[src/rtl/game_pkg.sv]
// Shared state encoding, widths and default timing for the game sequencer.
package game_pkg;

   typedef enum logic [1:0] {
      ST_IDLE  = 2'd0,
      ST_PLAY  = 2'd1,
      ST_CRASH = 2'd2,
      ST_OVER  = 2'd3
   } game_state_e;

   localparam int SPEED_W            = 3;
   localparam int DEF_LIVES          = 3;
   localparam int DEF_CRASH_FRAMES   = 120;
   localparam int DEF_SPEEDUP_FRAMES = 600;

   function automatic int cnt_width(input int terminal);
      return (terminal > 1) ? $clog2(terminal) : 1;
   endfunction

endpackage

[src/rtl/frame_counter.sv]
// Frame-rate counter: counts enabled cycles 0..TERMINAL-1, wraps, and pulses
// o_term in the cycle that wraps. Synchronous clear beats enable.
module frame_counter
   import game_pkg::*;
#(
   parameter int TERMINAL = 4,
   parameter int WIDTH    = cnt_width(TERMINAL)
) (
   input  logic             clk,
   input  logic             reset,
   input  logic             i_en,
   input  logic             i_clr,
   output logic [WIDTH-1:0] o_count,
   output logic             o_term
);

   logic [WIDTH-1:0] r_count;
   logic             w_at_last;

   assign w_at_last = (r_count == WIDTH'(TERMINAL - 1));
   assign o_term    = i_en & ~i_clr & w_at_last;
   assign o_count   = r_count;

   // NOTE: state registers use non-blocking assignment so every flop samples pre-edge values.
   always_ff @(posedge clk or posedge reset) begin
      if (reset)
         r_count <= '0;
      else if (i_clr)
         r_count <= '0;
      else if (i_en)
         r_count <= w_at_last ? '0 : r_count + WIDTH'(1);
   end

endmodule

[src/rtl/game_ctrl.sv]
// Game sequencer: IDLE -> PLAY -> CRASH -> PLAY/OVER, with score, lives,
// speed level, car blink and a respawn pulse for the display datapath.
module game_ctrl
   import game_pkg::*;
#(
   parameter int SCORE_WIDTH    = 16,
   parameter int LIVES          = DEF_LIVES,
   parameter int CRASH_FRAMES   = DEF_CRASH_FRAMES,
   parameter int SPEEDUP_FRAMES = DEF_SPEEDUP_FRAMES,
   parameter int MAX_SPEED      = 7,
   parameter int BLINK_BIT      = 3
) (
   input  logic                   clk,
   input  logic                   reset,
   input  logic                   frame_end,
   input  logic                   start_btn,
   input  logic                   collide,
   output logic                   run,
   output logic [SPEED_W-1:0]     speed,
   output logic [SCORE_WIDTH-1:0] score,
   output logic [1:0]             lives,
   output logic [1:0]             state,
   output logic                   car_visible,
   output logic                   respawn
);

   localparam int                     SPD_CW     = cnt_width(SPEEDUP_FRAMES);
   localparam int                     CRS_CW     = cnt_width(CRASH_FRAMES);
   localparam logic [SPEED_W-1:0]     SPEED_MAX  = SPEED_W'(MAX_SPEED);
   localparam logic [SPEED_W-1:0]     SPEED_MIN  = SPEED_W'(1);
   localparam logic [1:0]             LIVES_INIT = 2'(LIVES);
   localparam logic [SCORE_WIDTH-1:0] SCORE_SAT  = '1;

   game_state_e            r_state, w_state_nxt;
   logic                   r_run, w_run_nxt;
   logic [SPEED_W-1:0]     r_speed, w_speed_nxt;
   logic [SCORE_WIDTH-1:0] r_score, w_score_nxt, w_score_add;
   logic [SCORE_WIDTH:0]   w_score_sum;
   logic [1:0]             r_lives, w_lives_nxt;
   logic                   r_car_visible, w_vis_nxt;
   logic                   r_respawn, w_resp_nxt;
   logic                   r_start_q, r_start_arm, w_start_rise;
   logic                   w_spd_en, w_spd_clr, w_spd_term;
   logic                   w_crs_en, w_crs_clr, w_crs_term;
   logic [SPD_CW-1:0]      w_spd_cnt;
   logic [CRS_CW-1:0]      w_crs_cnt;
   logic                   w_unused;

   // The arm flop keeps a button already held at reset release from reading as an edge.
   assign w_start_rise = start_btn & ~r_start_q & r_start_arm;
   assign w_spd_en     = frame_end & ~collide & (r_state == ST_PLAY);
   assign w_crs_en     = frame_end & (r_state == ST_CRASH);
   assign w_score_sum  = {1'b0, r_score} + (SCORE_WIDTH + 1)'(r_speed);
   assign w_score_add  = w_score_sum[SCORE_WIDTH] ? SCORE_SAT : w_score_sum[SCORE_WIDTH-1:0];
   assign w_unused     = ^{w_spd_cnt, w_crs_cnt};

   frame_counter #(.TERMINAL(SPEEDUP_FRAMES), .WIDTH(SPD_CW)) u_speedup_timer (
      .clk    (clk),
      .reset  (reset),
      .i_en   (w_spd_en),
      .i_clr  (w_spd_clr),
      .o_count(w_spd_cnt),
      .o_term (w_spd_term)
   );

   frame_counter #(.TERMINAL(CRASH_FRAMES), .WIDTH(CRS_CW)) u_crash_timer (
      .clk    (clk),
      .reset  (reset),
      .i_en   (w_crs_en),
      .i_clr  (w_crs_clr),
      .o_count(w_crs_cnt),
      .o_term (w_crs_term)
   );

   always_comb begin
      // NOTE: every target gets a default first so no path can infer a latch.
      w_state_nxt = r_state;
      w_speed_nxt = r_speed;
      w_score_nxt = r_score;
      w_lives_nxt = r_lives;
      w_vis_nxt   = r_car_visible;
      w_resp_nxt  = 1'b0;
      w_spd_clr   = 1'b0;
      w_crs_clr   = 1'b0;
      case (r_state)
         ST_IDLE, ST_OVER: begin
            w_vis_nxt = 1'b1;
            if (w_start_rise) begin
               w_state_nxt = ST_PLAY;
               w_score_nxt = '0;
               w_lives_nxt = LIVES_INIT;
               w_speed_nxt = SPEED_MIN;
               w_spd_clr   = 1'b1;
               w_resp_nxt  = 1'b1;
            end
         end
         ST_PLAY: begin
            if (collide) begin
               w_state_nxt = ST_CRASH;
               w_lives_nxt = (r_lives != 2'd0) ? r_lives - 2'd1 : 2'd0;
               w_crs_clr   = 1'b1;
               w_vis_nxt   = 1'b1;
            end else if (frame_end) begin
               w_score_nxt = w_score_add;
               if (w_spd_term && (r_speed < SPEED_MAX))
                  w_speed_nxt = r_speed + SPEED_W'(1);
            end
         end
         ST_CRASH: begin
            if (w_crs_term) begin
               w_vis_nxt = 1'b1;
               if (r_lives == 2'd0) begin
                  w_state_nxt = ST_OVER;
               end else begin
                  w_state_nxt = ST_PLAY;
                  w_speed_nxt = SPEED_MIN;
                  w_spd_clr   = 1'b1;
                  w_resp_nxt  = 1'b1;
               end
            end else if (frame_end) begin
               // Blink follows the crash count as it stood before this frame.
               w_vis_nxt = ~w_crs_cnt[BLINK_BIT];
            end
         end
      endcase
   end

   assign w_run_nxt = (w_state_nxt == ST_PLAY);

   always_ff @(posedge clk or posedge reset) begin
      if (reset) begin
         r_state       <= ST_IDLE;
         r_run         <= 1'b0;
         r_speed       <= SPEED_MIN;
         r_score       <= '0;
         r_lives       <= LIVES_INIT;
         r_car_visible <= 1'b1;
         r_respawn     <= 1'b0;
         r_start_q     <= 1'b0;
         r_start_arm   <= 1'b0;
      end else begin
         r_state       <= w_state_nxt;
         r_run         <= w_run_nxt;
         r_speed       <= w_speed_nxt;
         r_score       <= w_score_nxt;
         r_lives       <= w_lives_nxt;
         r_car_visible <= w_vis_nxt;
         r_respawn     <= w_resp_nxt;
         r_start_q     <= start_btn;
         r_start_arm   <= 1'b1;
      end
   end

   assign run         = r_run;
   assign speed       = r_speed;
   assign score       = r_score;
   assign lives       = r_lives;
   assign state       = r_state;
   assign car_visible = r_car_visible;
   assign respawn     = r_respawn;

endmodule

[config.mk]
export PLATFORM = sky130hd
export DESIGN_NAME = game_ctrl
export DESIGN_NICKNAME = d
export VERILOG_FILES = /design/src/rtl/game_pkg.sv /design/src/rtl/frame_counter.sv /design/src/rtl/game_ctrl.sv
export SDC_FILE = /design/constraint.sdc
export NUM_CORES = 1
export LEC_CHECK = 0
export ABC_AREA = 1
export CAP_MARGIN = 20
export CORE_ASPECT_RATIO = 1.1
export CORE_MARGIN = 10
export CORE_UTILIZATION = 30
export DETAILED_ROUTE_END_ITERATION = 6
export SLEW_MARGIN = 0
export SYNTH_ARGS = -nofsm -noshare
export SYNTH_HDL_FRONTEND = slang
export SYNTH_HIERARCHICAL = 1
export SYNTH_SLANG_ARGS = --single-unit
export TNS_END_PERCENT = 5
[constraint.sdc]
create_clock -name clk -period 3.6 [get_ports clk]
set_input_delay 0.9 -clock clk [delete_from_list [all_inputs] [get_ports clk]]
set_output_delay 0.9 -clock clk [all_outputs]
set_load 0.01 [all_outputs]
After elaboration in Yosys (flattened, before gate mapping):

Index checks and enable logic that the tools add are counted.

* flip-flop bits (word level): 45
* latch bits: 0
* memory bits (writable): 0
* bits in read-only memories: 0
* input port bits: 5
* output and inout bits: 26
* word-level logic and storage cells: 94
* memories: 0

* $add $sub $neg: 5
* $mul: 0
* divide/modulo/power cells: 0
* order comparisons: 1
* equality and inequality tests: 14
* shift-type cells: 0
* multiplexer cells: 37
* bitwise logic cells: 14
* reductions and logical operators: 12

Operators with widths (count)
* 16-bit two-way mux: 4
* 16-bit case mux with 2 select lines: 1
* 10-bit two-way mux: 3
* 7-bit two-way mux: 3
* 3-bit two-way mux: 6
* 16-bit by 3-bit adder with 17-bit output: 1
* 2-bit two-way mux: 7
* 10-bit by 1-bit adder with 10-bit output (second input constant): 1
* 10-bit == test (second input constant): 1
* 2-bit != test (second input constant): 5
* 1-bit AND: 9
* 3-bit case mux with 3 select lines: 1
* 1-bit two-way mux: 8
* 2-bit nonzero test: 4
* 7-bit by 1-bit adder with 7-bit output (second input constant): 1
* 7-bit == test (second input constant): 1
* 2-bit case mux with 3 select lines: 1
* 6-bit AND reduction: 1
* 1-bit NOT: 5
* 2-bit by 1-bit == test with 1-bit output (second input constant): 2
* 2-bit == test (second input constant): 2
* 2-bit zero test: 2
* 2-bit by 1-bit != test with 1-bit output (second input constant): 2
* 2-bit case mux with 2 select lines: 1
* other kinds (11): 11

Longest topological paths before layout:

* depth after elaboration: 15
* depth in mapped cells: 18

Hierarchy:

Netlist, hierarchy kept.

Modules (own cells, without submodules)
* game_ctrl: times used 1, cells an instance 252, area each 1825.5 µm², sequential area each 705.7 µm²
* frame_counter (u_speedup_timer): times used 1, cells an instance 85, area each 603.1 µm², sequential area each 250.2 µm²
* frame_counter (u_crash_timer): times used 1, cells an instance 58, area each 427.9 µm², sequential area each 175.2 µm²

Worst setup path before layout:

No wires, ideal clock.

* path type: input -> register
* from: input port frame_end
* to: register r_speed[1], in the netlist speed[1]
* arrival: 2.339 ns
* slack: 1.135 ns
* cell stages on the path: 15
* buffers on the path: 0
* path through: nand2_1 inv_1 inv_2 nor2_2 inv_1 nor2_1 o21ai_0 o31ai_1 inv_1 nand2_1 nor2_1 nand2_1 nand2_1 nand4_1 o21ai_0

* longest elaborated chain between the ends: 11
* elaborated cells between the ends (all ways): 15

Ends and longest elaborated chain
* from (decl): RTL line game_ctrl.sv:15 `input logic frame_end,`
* 1-bit AND: RTL line game_ctrl.sv:52 `assign w_crs_en = frame_end & (r_state == ST_CRASH);`
* net w_crs_en: RTL line game_ctrl.sv:44 `logic w_crs_en, w_crs_clr, w_crs_term;`
* 1-bit AND (2 in a row): RTL line frame_counter.sv:21 `assign o_term = i_en & ~i_clr & w_at_last;`
* net w_crs_term: RTL line game_ctrl.sv:44
* 1-bit two-way mux
* 1-bit case mux with 2 select lines
* net w_resp_nxt: RTL line game_ctrl.sv:41 `logic r_respawn, w_resp_nxt;`
* 1-bit NOT: RTL line frame_counter.sv:21
* 1-bit AND (2 in a row): RTL line frame_counter.sv:21
* net w_spd_term: RTL line game_ctrl.sv:43 `logic w_spd_en, w_spd_clr, w_spd_term;`
* 1-bit logical AND: RTL line game_ctrl.sv:105 `if (w_spd_term && (r_speed < SPEED_MAX))`
* 2-bit by 1-bit != test with 1-bit output (no source line)
* 6-bit AND reduction (no source line)
* to (signal assigned): RTL line game_ctrl.sv:144 `r_speed <= w_speed_nxt;`
* to (decl): RTL line game_ctrl.sv:36 `logic [SPEED_W-1:0] r_speed, w_speed_nxt;`

The timed path passes the listed nets, and every way through them passes these cells.
A chain may end at the register's enable or synchronous reset.

Final worst setup path:

* from: input port collide
* to: register r_speed[2], in the netlist speed[2]

* longest elaborated chain between the ends: 13
* elaborated cells between the ends (all ways): 18

Ends and longest elaborated chain
* from (decl): RTL line game_ctrl.sv:17 `input logic collide,`
* 1-bit two-way mux: RTL line game_ctrl.sv:98 `if (collide) begin`
* 1-bit two-way mux: RTL line game_ctrl.sv:85 `case (r_state)`
* net w_crs_clr: RTL line game_ctrl.sv:44
* 1-bit NOT: RTL line frame_counter.sv:21
* 1-bit AND (2 in a row): RTL line frame_counter.sv:21
* net w_crs_term: RTL line game_ctrl.sv:44
* 1-bit two-way mux
* 1-bit case mux with 2 select lines
* net w_resp_nxt: RTL line game_ctrl.sv:41
* 1-bit NOT: RTL line frame_counter.sv:21
* 1-bit AND (2 in a row): RTL line frame_counter.sv:21
* net w_spd_term: RTL line game_ctrl.sv:43
* 1-bit logical AND: RTL line game_ctrl.sv:105
* 2-bit by 1-bit != test with 1-bit output (no source line)
* 6-bit AND reduction (no source line)

The timed path passes the listed nets, and every way through them passes these cells.

==> flow_summary.json <==
{
  "status": "finished, final reports clean",
  "cts.clk_slew.worst_paths_ns": 0.09,
  "die_w_um": 113.0,
  "synthTopCellsByCount": "nand2_1, inv_1, dfrtp_1, nand3_1, nor2_1",
  "cp-start-kind": "primary input",
  "drt-initial-drc-count": 99,
  "cts_num_sinks": 45,
  "combPwrFrac_pct": 37.5,
  "final_cell_count_no_fill": 549,
  "synth_edf_count": 0,
  "htreeDepth": 2,
  "ys_async_sr_fraction_pct": 100.0,
  "die-area_um2": 13830,
  "dr.pass1.iters": 4,
  "syn-num-nets": 409,
  "grt_pass1_vias": 2512,
  "whs_ns": 0.5105,
  "seq_power_share_pct": 42.5,
  "numPortBuffers": 30,
  "synth.most_common_cell": "nand2_1",
  "tightest_slew_ns": 0.8763,
  "p_clk_share_pct": 20.1,
  "critical_path.max_fanout": 4,
  "synth_area_leader_cell": "dfrtp_1",
  "place.detailed.hpwl_um": 5136,
  "fin_setup_tns_ns": 0,
  "total_power_mw": 1.608,
  "worst_path_most_repeated_cell": "nand2_1",
  "dpl_cell_area_um2": 3288,
  "netlist_instances": 395,
  "cp_num_buf_inv": 4,
  "wire_per_inst_um": 12.32,
  "coreArea_um2": 9305,
  "nets": 445,
  "syn_avg_cell_area_um2": 7.232,
  "period_minus_slack_ns": 2.982,
  "rows": 37,
  "max-cap-violations": 0,
  "hold_buffers": 0,
  "ctsResizeCount": 0,
  "p_int_uw": 969.9,
  "post-route-period-util_pct": 82.84,
  "fin_worst_skew_ns": 0.008532,
  "report.final.setup_viol": 0,
  "rrSetupSlack_ns": 0.94,
  "fillCellCount": 934,
  "initial_core_util_pct": 30.70,
  "slew_violations": 0,
  "vdd_drop_max_v": 0.0003546,
  "grt_pass1_wl_um": 11730,
  "path_delay_family": "simple AND/OR/NAND/NOR gates",
  "dp_cells": 541,
  "clk_root_buffer_cell": "clkbuf_8",
  "remaining_drc_errors": 0,
  "grt_usage_pct": 10.04,
  "syn_area_um2": 2856,
  "grt_start_max_net_pins": 22,
  "synth_top_area_share_pct": 35.92,
  "ios": 31,
  "cts_buffer_depth": 2,
  "power-per-cell-area_nw_per_um2": 476.9,
  "grt_setup_unrepaired": "false",
  "antenna_found_initial": 0,
  "worst_slack_ns": 0.6177,
  "worst_ep_arrival_time_ns": 3.21,
  "p_leak_nw": 1.569,
  "timing.fmax_mhz": 335.3,
  "synthFlopType": "dfrtp_1",
  "design_area_um2": 3372,
  "ys_ff_latch": 45,
  "wl_um": 6762,
  "crit_path_cell_trace": "clkdlybuf4s50_1 > nand2_1 > inv_1 > nor2_2 > inv_1 > nor2_1 > o21ai_0 > o31ai_1 > inv_1 > nand2_1 > nor2_1 > nand2_1 > nand2_1 > nand4_1 > nand2_1 > o21ai_0",
  "vias_per_cell": 4.667,
  "postRouteAntennaNets": 0,
  "place_congestion": 0.8255,
  "critPathSlowestCell": "clkdlybuf4s50_1",
  "num_vias": 2562,
  "path_class": "in2reg",
  "drive_gt1_share_pct": 11.11,
  "final_util_pct": 36.24,
  "worst_setup_path_end_kind": "register",
  "power.net_switching_uw": 638.3,
  "gr-total-overflow": 0,
  "cts_buffers": 5,
  "synthToLayoutAreaGrowth_pct": 18.05,
  "slowest_delay_ns": 0.51,
  "slew_headroom_pct": 41.51,
  "hold_viol": 0,
  "yosys_warnings": 6,
  "die_y_um": 122.3,
  "synth_area_leaders": "dfrtp_1, nand2_1, nand3_1",
  "synth_seq_area_share_pct": 39.60,
  "cts_tree": "yes",
  "hold_path_class": "reg2reg",
  "worstSkewPairLatency_ns": 0.31,
  "antenna_cells": 0,
  "synth_cell_type_count": 32,
  "post_cts_buffers": 0,
  "required_ns": 3.83,
  "dp_slack_ns": 0.3036,
  "swShare_pct": 39.69
}
==> cells in the final DEF (no fill, tap or decap), types with 3 or more instances in the layout <==
cell type,Yosys,routed
nor2_1,33,33
dfstp_2,4,4
nand4_1,6,6
o21ai_0,21,21
nor2_4,4,4
inv_2,6,6
dfrtp_1,41,41
xor2_1,4,4
inv_1,48,48
nand3_2,3,3
clkbuf_8,0,5
o21ai_1,5,5
o21ai_2,9,9
nand3_1,36,36
ha_1,8,8
nand2_1,135,135
clkdlybuf4s50_1,0,30
nor2_2,3,3
nand2_2,9,9
==> routing by layer <==
metal	wire (µm)	track usage [%]
met5	0	0
met4	89	3.095
met3	248	1.952
met2	3389	17.90
met1	3035	11.88
==> worst register-to-register path, stage by stage, from the launching register on <==
cell and delay [ns]:
dfrtp_1 0.42, inv_1 0.08, ha_1 0.29, nand2_1 0.09, inv_1 0.06, nor2_2 0.15, inv_1 0.08, nor2_1 0.21
o21ai_0 0.16, o31ai_1 0.34, inv_1 0.11, nand2_1 0.13, nor2_1 0.06, nand2_1 0.06, nand2_1 0.06, nand4_1 0.14
nand2_1 0.07, o21ai_0 0.08
==> power by group through the flow <==
stage / registers [mW] / logic (mW) / clock network [mW]
3_3_place_gp: 0.692 / 0.603 / 0
3_5_place_dp: 0.694 / 0.609 / 0
5_1_grt: 0.700 / 0.696 / 0.354
6_report: 0.683 / 0.602 / 0.322
2_1_floorplan: 0.694 / 0.382 / 0
4_1_cts: 0.686 / 0.611 / 0.330
==> logic make-up after synthesis <==
group | synth area share [%]
and+or+nand+nor | 36.31
buffers and inverters | 7.884
AOI/OAI and AO/OA | 10.03
DFF | 39.60
adders and majority gates | 4.205
xor gates and xnor gates | 1.840
other | 0.1313
==> registers in the layout (all words and copies together) (netlist names) <==
| register | count |
|---|---|
| score | 16 |
| u_crash_timer/o_count | 7 |
| speed | 3 |
| r_start_q | 1 |
| u_speedup_timer/o_count | 10 |
| r_start_arm | 1 |
| lives | 2 |
| run | 1 |
| car_visible | 1 |
| respawn | 1 |
| state | 2 |
==> final timing paths <==
kind                           from                  endpoint  depth (start not counted)
hold / removal             lives[1]                  lives[1]                          2
min in group asynchronous     reset  u_crash_timer/o_count[4]                          2
max in group asynchronous     reset               car_visible                          3
hold reg to reg            lives[1]                  lives[1]                          2
setup / recovery            collide                  speed[2]                         16
setup reg to reg           state[1]                  speed[2]                         17
==> area by class of cell <==
cell class | count | area, µm² | area share [%]
Multi-Input combinational cell | 294 | 1500 | 44.49
Tap cell | 117 | 146.4 | 4.341
Sequential cell | 45 | 1131 | 33.54
Clock buffer | 7 | 76.32 | 2.263
Clock inverter | 1 | 7.507 | 0.2226
Inverter | 54 | 202.7 | 6.011
Timing Repair Buffer | 31 | 307.8 | 9.128
Power figures use the tool's default switching activity.
